File: src/rtl/wb_arb_pkg.sv
// wb_arb_pkg: shared state encoding and arbitration-mode constants for the RAM arbiter.
package wb_arb_pkg;
    typedef enum logic [2:0] {
        IDLE = 3'd0,
        GNT0 = 3'd1,
        GNT1 = 3'd2,
        ABT0 = 3'd3,
        ABT1 = 3'd4
    } state_e;
    localparam int ARB_FIXED = 0;
    localparam int ARB_RR    = 1;
endpackage

File: src/rtl/wb_ram_arbiter_if.sv
// wb_ram_arbiter_if: one Wishbone B3 port; master drives the request, slave drives the response.
interface wb_ram_arbiter_if #(parameter int ADR_W = 32, parameter int DAT_W = 32);
    localparam int SEL_W = DAT_W / 8;
    logic [ADR_W-1:0] adr;
    logic [DAT_W-1:0] dat_w;
    logic [DAT_W-1:0] dat_r;
    logic [SEL_W-1:0] sel;
    logic             we;
    logic             cyc;
    logic             stb;
    logic [2:0]       cti;
    logic [1:0]       bte;
    logic             ack;
    logic             err;
    modport master (output adr, dat_w, sel, we, cyc, stb, cti, bte, input dat_r, ack, err);
    modport slave  (input adr, dat_w, sel, we, cyc, stb, cti, bte, output dat_r, ack, err);
endinterface

File: src/rtl/wb_arb_watchdog.sv
// wb_arb_watchdog: saturating stall counter; expired_o flags the stalled cycle that reaches TIMEOUT.
module wb_arb_watchdog #(parameter int TIMEOUT = 255) (
    input  logic clk_i,
    input  logic rst_i,
    input  logic clr_i,
    input  logic inc_i,
    output logic expired_o
);
    localparam int W = (TIMEOUT > 0) ? $clog2(TIMEOUT + 1) : 1;
    localparam logic [W-1:0] MAX  = W'(TIMEOUT);
    localparam logic [W-1:0] LAST = W'((TIMEOUT > 0) ? TIMEOUT - 1 : 0);
    logic [W-1:0] cnt_q, cnt_d;
    always_comb cnt_d = clr_i ? '0 : (inc_i && cnt_q != MAX) ? cnt_q + 1'b1 : cnt_q;
    // Expire on the stalled cycle whose increment would make the count equal TIMEOUT.
    assign expired_o = (TIMEOUT > 0) && inc_i && cnt_q == LAST;
    always_ff @(posedge clk_i or posedge rst_i)
        if (rst_i) cnt_q <= '0;
        else       cnt_q <= cnt_d;
endmodule

File: src/rtl/wb_ram_arbiter.sv
// wb_ram_arbiter: two-master Wishbone arbiter for the program/data RAM with stall watchdog.
module wb_ram_arbiter
    import wb_arb_pkg::*;
#(
    parameter int ADR_W   = 32,
    parameter int DAT_W   = 32,
    parameter int RR_MODE = ARB_FIXED,
    parameter int TIMEOUT = 255
) (
    input  logic             clk_i,
    input  logic             rst_i,
    wb_ram_arbiter_if.slave  m0,
    wb_ram_arbiter_if.slave  m1,
    wb_ram_arbiter_if.master s,
    output logic [1:0]       gnt_o
);
    localparam int SEL_W = DAT_W / 8;
    state_e           state_q, state_d;
    logic             last_q, last_d;
    logic             g0, g1, want1, stall, expired;
    logic [ADR_W-1:0] adr;
    logic [DAT_W-1:0] dat;
    logic [SEL_W-1:0] sel;
    logic [2:0]       cti;
    logic [1:0]       bte;
    logic             we, cyc, stb;

    assign g0 = state_q == GNT0;
    assign g1 = state_q == GNT1;

    always_comb begin
        adr = g0 ? m0.adr   : g1 ? m1.adr   : '0;
        dat = g0 ? m0.dat_w : g1 ? m1.dat_w : '0;
        sel = g0 ? m0.sel   : g1 ? m1.sel   : '0;
        cti = g0 ? m0.cti   : g1 ? m1.cti   : '0;
        bte = g0 ? m0.bte   : g1 ? m1.bte   : '0;
        we  = g0 ? m0.we    : g1 ? m1.we    : 1'b0;
        cyc = g0 ? m0.cyc   : g1 ? m1.cyc   : 1'b0;
        stb = g0 ? m0.stb   : g1 ? m1.stb   : 1'b0;
        stall = (g0 || g1) && stb && !s.ack && !s.err;
    end

    assign s.adr   = adr;
    assign s.dat_w = dat;
    assign s.sel   = sel;
    assign s.cti   = cti;
    assign s.bte   = bte;
    assign s.we    = we;
    assign s.cyc   = cyc;
    assign s.stb   = stb;
    assign m0.dat_r = s.dat_r;
    assign m1.dat_r = s.dat_r;
    assign m0.ack   = g0 && s.ack;
    assign m1.ack   = g1 && s.ack;
    assign m0.err   = (g0 && s.err) || state_q == ABT0;
    assign m1.err   = (g1 && s.err) || state_q == ABT1;
    assign gnt_o    = {g1 || state_q == ABT1, g0 || state_q == ABT0};

    always_comb begin
        // On a tie m1 wins only in round-robin mode when m0 was granted last.
        want1   = m1.cyc && (!m0.cyc || (RR_MODE == ARB_RR && !last_q));
        state_d = state_q;
        case (state_q)
            IDLE:    if (m0.cyc || m1.cyc) state_d = want1 ? GNT1 : GNT0;
            GNT0:    state_d = expired ? ABT0 : m0.cyc ? GNT0 : m1.cyc ? GNT1 : IDLE;
            GNT1:    state_d = expired ? ABT1 : m1.cyc ? GNT1 : m0.cyc ? GNT0 : IDLE;
            default: state_d = IDLE;
        endcase
        last_d = (state_d != state_q && state_d == GNT1) ? 1'b1 :
                 (state_d != state_q && state_d == GNT0) ? 1'b0 : last_q;
    end

    wb_arb_watchdog #(.TIMEOUT(TIMEOUT)) u_wdog (
        .clk_i     (clk_i),
        .rst_i     (rst_i),
        .clr_i     (!stall || state_d != state_q),
        .inc_i     (stall),
        .expired_o (expired)
    );

    always_ff @(posedge clk_i or posedge rst_i)
        if (rst_i) begin
            state_q <= IDLE;
            last_q  <= 1'b1;
        end else begin
            state_q <= state_d;
            last_q  <= last_d;
        end
endmodule
File: src/flat_wrapper.sv
// flat-port wrapper written by rule: the top's interface ports become plain ports
module wb_ram_arbiter_flat import wb_arb_pkg::*;
#(
    parameter int ADR_W   = 32,
    parameter int DAT_W   = 32,
    parameter int RR_MODE = ARB_FIXED,
    parameter int TIMEOUT = 255
)
  (clk_i, rst_i, gnt_o, m0_adr, m0_dat_w, m0_sel, m0_we, m0_cyc, m0_stb, m0_cti, m0_bte, m0_dat_r, m0_ack, m0_err, m1_adr, m1_dat_w, m1_sel, m1_we, m1_cyc, m1_stb, m1_cti, m1_bte, m1_dat_r, m1_ack, m1_err, s_adr, s_dat_w, s_sel, s_we, s_cyc, s_stb, s_cti, s_bte, s_dat_r, s_ack, s_err);
  wb_ram_arbiter_if #(.ADR_W(ADR_W), .DAT_W(DAT_W)) m0_i ();
  wb_ram_arbiter_if #(.ADR_W(ADR_W), .DAT_W(DAT_W)) m1_i ();
  wb_ram_arbiter_if #(.ADR_W(ADR_W), .DAT_W(DAT_W)) s_i ();
  input  logic clk_i;
  input  logic rst_i;
  output logic [1:0] gnt_o;
  input wire logic [$bits(m0_i.adr)-1:0] m0_adr;
  input wire logic [$bits(m0_i.dat_w)-1:0] m0_dat_w;
  input wire logic [$bits(m0_i.sel)-1:0] m0_sel;
  input wire logic [$bits(m0_i.we)-1:0] m0_we;
  input wire logic [$bits(m0_i.cyc)-1:0] m0_cyc;
  input wire logic [$bits(m0_i.stb)-1:0] m0_stb;
  input wire logic [$bits(m0_i.cti)-1:0] m0_cti;
  input wire logic [$bits(m0_i.bte)-1:0] m0_bte;
  output wire logic [$bits(m0_i.dat_r)-1:0] m0_dat_r;
  output wire logic [$bits(m0_i.ack)-1:0] m0_ack;
  output wire logic [$bits(m0_i.err)-1:0] m0_err;
  input wire logic [$bits(m1_i.adr)-1:0] m1_adr;
  input wire logic [$bits(m1_i.dat_w)-1:0] m1_dat_w;
  input wire logic [$bits(m1_i.sel)-1:0] m1_sel;
  input wire logic [$bits(m1_i.we)-1:0] m1_we;
  input wire logic [$bits(m1_i.cyc)-1:0] m1_cyc;
  input wire logic [$bits(m1_i.stb)-1:0] m1_stb;
  input wire logic [$bits(m1_i.cti)-1:0] m1_cti;
  input wire logic [$bits(m1_i.bte)-1:0] m1_bte;
  output wire logic [$bits(m1_i.dat_r)-1:0] m1_dat_r;
  output wire logic [$bits(m1_i.ack)-1:0] m1_ack;
  output wire logic [$bits(m1_i.err)-1:0] m1_err;
  output wire logic [$bits(s_i.adr)-1:0] s_adr;
  output wire logic [$bits(s_i.dat_w)-1:0] s_dat_w;
  output wire logic [$bits(s_i.sel)-1:0] s_sel;
  output wire logic [$bits(s_i.we)-1:0] s_we;
  output wire logic [$bits(s_i.cyc)-1:0] s_cyc;
  output wire logic [$bits(s_i.stb)-1:0] s_stb;
  output wire logic [$bits(s_i.cti)-1:0] s_cti;
  output wire logic [$bits(s_i.bte)-1:0] s_bte;
  input wire logic [$bits(s_i.dat_r)-1:0] s_dat_r;
  input wire logic [$bits(s_i.ack)-1:0] s_ack;
  input wire logic [$bits(s_i.err)-1:0] s_err;
  assign m0_i.adr = m0_adr;
  assign m0_i.dat_w = m0_dat_w;
  assign m0_i.sel = m0_sel;
  assign m0_i.we = m0_we;
  assign m0_i.cyc = m0_cyc;
  assign m0_i.stb = m0_stb;
  assign m0_i.cti = m0_cti;
  assign m0_i.bte = m0_bte;
  assign m0_dat_r = m0_i.dat_r;
  assign m0_ack = m0_i.ack;
  assign m0_err = m0_i.err;
  assign m1_i.adr = m1_adr;
  assign m1_i.dat_w = m1_dat_w;
  assign m1_i.sel = m1_sel;
  assign m1_i.we = m1_we;
  assign m1_i.cyc = m1_cyc;
  assign m1_i.stb = m1_stb;
  assign m1_i.cti = m1_cti;
  assign m1_i.bte = m1_bte;
  assign m1_dat_r = m1_i.dat_r;
  assign m1_ack = m1_i.ack;
  assign m1_err = m1_i.err;
  assign s_adr = s_i.adr;
  assign s_dat_w = s_i.dat_w;
  assign s_sel = s_i.sel;
  assign s_we = s_i.we;
  assign s_cyc = s_i.cyc;
  assign s_stb = s_i.stb;
  assign s_cti = s_i.cti;
  assign s_bte = s_i.bte;
  assign s_i.dat_r = s_dat_r;
  assign s_i.ack = s_ack;
  assign s_i.err = s_err;
  wb_ram_arbiter #(.ADR_W(ADR_W), .DAT_W(DAT_W), .RR_MODE(RR_MODE), .TIMEOUT(TIMEOUT)) u_core (.clk_i(clk_i), .rst_i(rst_i), .m0(m0_i), .m1(m1_i), .s(s_i), .gnt_o(gnt_o));
endmodule
File: config.mk
export PLATFORM = sky130hd
export DESIGN_NAME = wb_ram_arbiter_flat
export DESIGN_NICKNAME = d
export VERILOG_FILES = /design/src/rtl/wb_arb_pkg.sv /design/src/rtl/wb_ram_arbiter_if.sv /design/src/rtl/wb_arb_watchdog.sv /design/src/rtl/wb_ram_arbiter.sv /design/src/flat_wrapper.sv
export SDC_FILE = /design/constraint.sdc
export NUM_CORES = 1
export LEC_CHECK = 0
export BUFFER_PORTS_ARGS = -buffer_cell sky130_fd_sc_hd__buf_2
export CELL_PAD_IN_SITES_DETAIL_PLACEMENT = 0
export CELL_PAD_IN_SITES_GLOBAL_PLACEMENT = 1
export CORE_AREA = 2 2 131 133
export CTS_BUF_LIST = sky130_fd_sc_hd__clkbuf_4
export DETAILED_ROUTE_END_ITERATION = 8
export DIE_AREA = 0 0 133 135
export PLACE_DENSITY = 0.62
export SKIP_CTS_REPAIR_TIMING = 1
export SLEW_MARGIN = 20
export SYNTH_ARGS = -nofsm -noshare
export SYNTH_HDL_FRONTEND = slang
export SYNTH_HIERARCHICAL = 1
export SYNTH_SLANG_ARGS = --single-unit
File: constraint.sdc
create_clock -name clk_i -period 5.41 [get_ports clk_i]
set_input_delay 0.8115 -clock clk_i [delete_from_list [all_inputs] [get_ports clk_i]]
set_output_delay 0.8115 -clock clk_i [all_outputs]
set_load 0.1 [all_outputs]
==> summary.txt <==
Run status
  – Status: finished, final reports clean

Critical path
  – Crit path max-delay family: buffers and inverters
  – Critical path's largest stage delay: around 0.65 ns
  – Endpoint type of the worst setup path: output port
  – Source of the worst register-to-register timing path: u_core/state_q[1]
  – Worst setup SP type: flip-flop
  – Critical path's slowest cell: nor2_4
  – Cells on worst reg2reg path: 8
  – CP required: about 4.6 ns
  – Cell chain of the critical path: nand2b_1 -> nor2_4 -> buf_4 -> a22o_1 -> buf_2
  – R2r setup slk: about 2.4 ns
  – Count of buffer and inverter cells on the critical path: 2
  – Largest fanout on the critical path: 43
  – FF-to-FF End: u_core/u_wdog/cnt_q[7]
  – Critical path data arrival time: 2.94 ns
  – Critical path class: flip-flop to output port
  – Worst path depth: 5

Routing
  – Final wirelength: 9020 microns
  – ANT nets after route: 0
  – 1st-iter DRT viols: ~120
  – Average routed wire per standard cell: about 14 microns
  – Vias: between 2,000 and 2,500
  – Post-route DRC: 0
  – Pre-antenna DRT Iters: 4
  – Vias per inst: 3.97

Finish
  – Layout cells sized above 1: 62.8%
  – Nets: 592
  – Commonest non-fill, non-tap cell in the layout: buf_2
  – Final Non-Filler Cells: a little over 600
  – Commonest cells after routing, fill and taps aside: buf_2, a22o_1, dfrtp_1
  – Area growth syn-to-layout: 43.9%

Placement
  – Placed cell count: 617
  – GPL Wtd Cong: approximately 0.7
  – I/O Buffers: 237
  – Hpwl dp: 7620 microns

Timing
  – Final period utilization: 69.4%
  – Final Max Tran Viols: 0
  – FMAX: roughly 0.27 GHz
  – Slew at the pin closest to its max-slew limit: between 0.8 and 0.9 ns
  – RSZ-0062 raised after global routing: false
  – Slew Limit Headroom: a little under half
  – Period minus WS final: approximately 3.8 ns
  – Endpoints failing setup: 0
  – Hold Vio Cnt, Final: 0
  – Setup tns final: 0 ns
  – Worst Clk Skew: ~0.0048 ns

Power and ir drop
  – Power share of the sequential group: between 10% and 20%
  – Pleak: roughly 1.7 nW
  – Net switching power: between 0.5 and 0.6 mW
  – Logic pwr share: around four fifths
  – VDD IR max: about 0.00012 V
  – Pint: 0.245 mW
  – Switch share: 70.5%
  – PD cells: roughly 280 nW/um^2
  – Clock Power Share: between 7 and 8%

Synthesis
  – Netlist cell types: 34
  – Average footprint of a synthesized cell: 8.44 sq um
  – Synth top area cells: a22o_1, buf_4, dfrtp_1
  – Share of the synthesized area in the top cell type: ~32%
  – Syn Nets: between 400 and 500
  – Register area share after synthesis: between 10% and 20%
  – Syn Inst Count: roughly 240
  – YS warnings: 6
  – Synth area leader: a22o_1
  – Flops & latches, synth: 11
  – Synth Cell Area: 2050 sq um

Floorplan
  – Initial core utilization: between 10% and 20%
  – Core Rows: 47
  – Core Area: around 16,000 sq um
  – Die span in y: roughly 140 microns
  – Io pins: between 300 and 400
  – Die W: between 100 and 150 microns
  – Die area: 18,000 sq um

Job
  – MaxCap Viol Count: 0

GRT
  – Total GRT Usage: 9.02%
  – Largest net degree at the start of global routing: 77
  – Grt ovf: 0
  – First-pass GRT wire length: roughly 13,000 microns
  – Number of global-route vias before repair: about 2,500
  – Initial antenna violation count: 1

Clock network
  – Clock transition at the registers of the reported paths: about 0.070 ns
  – H-tree level count: 1
  – Worst-Skew Late Latency: around 0.27 ns
  – Clock Path Buffers: 2
  – CTS tree: done
  – Clock Sinks: 11
  – CTS root buffer: clkbuf_4
  – Clock buffer count from CTS: 3

Worst hold path
  – Min-delay worst type: primary input to async pin
-- final cells by class --
type | count | area (sq um)
Sequential cell | 11 | 275
Fill cell | 1843 | 13500
Multi-Input combinational cell | 141 | 1150
Tap cell | 220 | 275
Antenna cell | 1 | 2.50
Clock buffer | 4 | 30.0
Timing Repair Buffer | 239 | 1200
Inverter | 6 | 22.5
-- how the worst max path moves through the flow --
stage	from	to	slack, ns
final	u_core/state_q[0]	s_dat_w[27]	1.66
after global routing	u_core/state_q[0]	s_sel[3]	1.43
after CTS	u_core/state_q[0]	s_dat_w[27]	1.66
after detailed placement	m1_stb	u_core/u_wdog/cnt_q[7]	1.78
after global placement	m1_stb	u_core/u_wdog/cnt_q[5]	1.88
after floorplan	m1_stb	s_stb	2.19
-- metrics by stage --
step	utilization [%]	cell area, sq um	power, mW	setup WS, ns	hold slack [ns]
after detailed placement	17.8	2920	0.769	1.78	0.554
after floorplan	-	2050	0.864	2.19	0.516
after CTS	18.0	2950	0.834	1.66	0.416
after global placement	17.8	2920	0.768	1.88	0.551
after global routing	18.0	2950	0.857	1.43	0.416
final	18.0	2950	0.829	1.66	0.420
-- kinds of logic (layout without fill, tap and decap cells) --
family | count (synthesis) | after routing | share of synthesized area, %
mux | 4 | 4 | 2.56
other cells | 0 | 1 | 0
buf+inv | 91 | 249 | 31.0
simple gates | 40 | 40 | 12.0
fa+ha+maj | 2 | 2 | 1.22
compound gates | 95 | 95 | 39.9
flops | 11 | 11 | 13.4
-- flip-flops by register name, indices dropped and copies added (netlist names) --
name / flops
u_core/state_q: 3
u_core/u_wdog/cnt_q: 8
-- worst reg2reg max path, cell delays in order, from the launching register on --
cell and delay (ns):
dfrtp_1 0.61, nand3b_1 0.18, a2111oi_2 0.65, nand3_1 0.14, nor2_1 0.26, a21oi_1 0.07
o21ai_1 0.62, nor2_1 0.10, mux2_2 0.29
-- cells in the mapped netlist, drive strengths merged --
cell type and n:
a2111oi 1, a211oi 7, a21oi 7, a22o 75, a2bb2oi 1, a31oi 2, and2 4, and3 1
and4 2, and4b 1, buf 81, clkbuf 4, dfrtp 11, ha 2, inv 6, mux2 4
nand2 3, nand2b 3, nand3 1, nand3b 6, nand4 2, nor2 11, nor2b 4, nor3b 1
nor4 1, o21ai 1, o31ai 1
-- per-layer routing --
layer	part of all wire, %	GRT usage, %	routed length (microns)
met4	0.59	1.79	53
met5	0	0	0
met2	49	15.5	4460
met1	40	10.9	3580
met3	10	3.23	923
-- power groups by stage --
stage                     Sequential, mW  Combinational (mW)  Clock (mW)
final                             0.0883               0.678      0.0621
after global routing              0.0888               0.700      0.0689
after CTS                         0.0882               0.680      0.0656
after detailed placement          0.0898               0.679           0
after global placement            0.0896               0.678           0
after floorplan                   0.0862               0.778           0
Power figures use the tool's default switching activity.
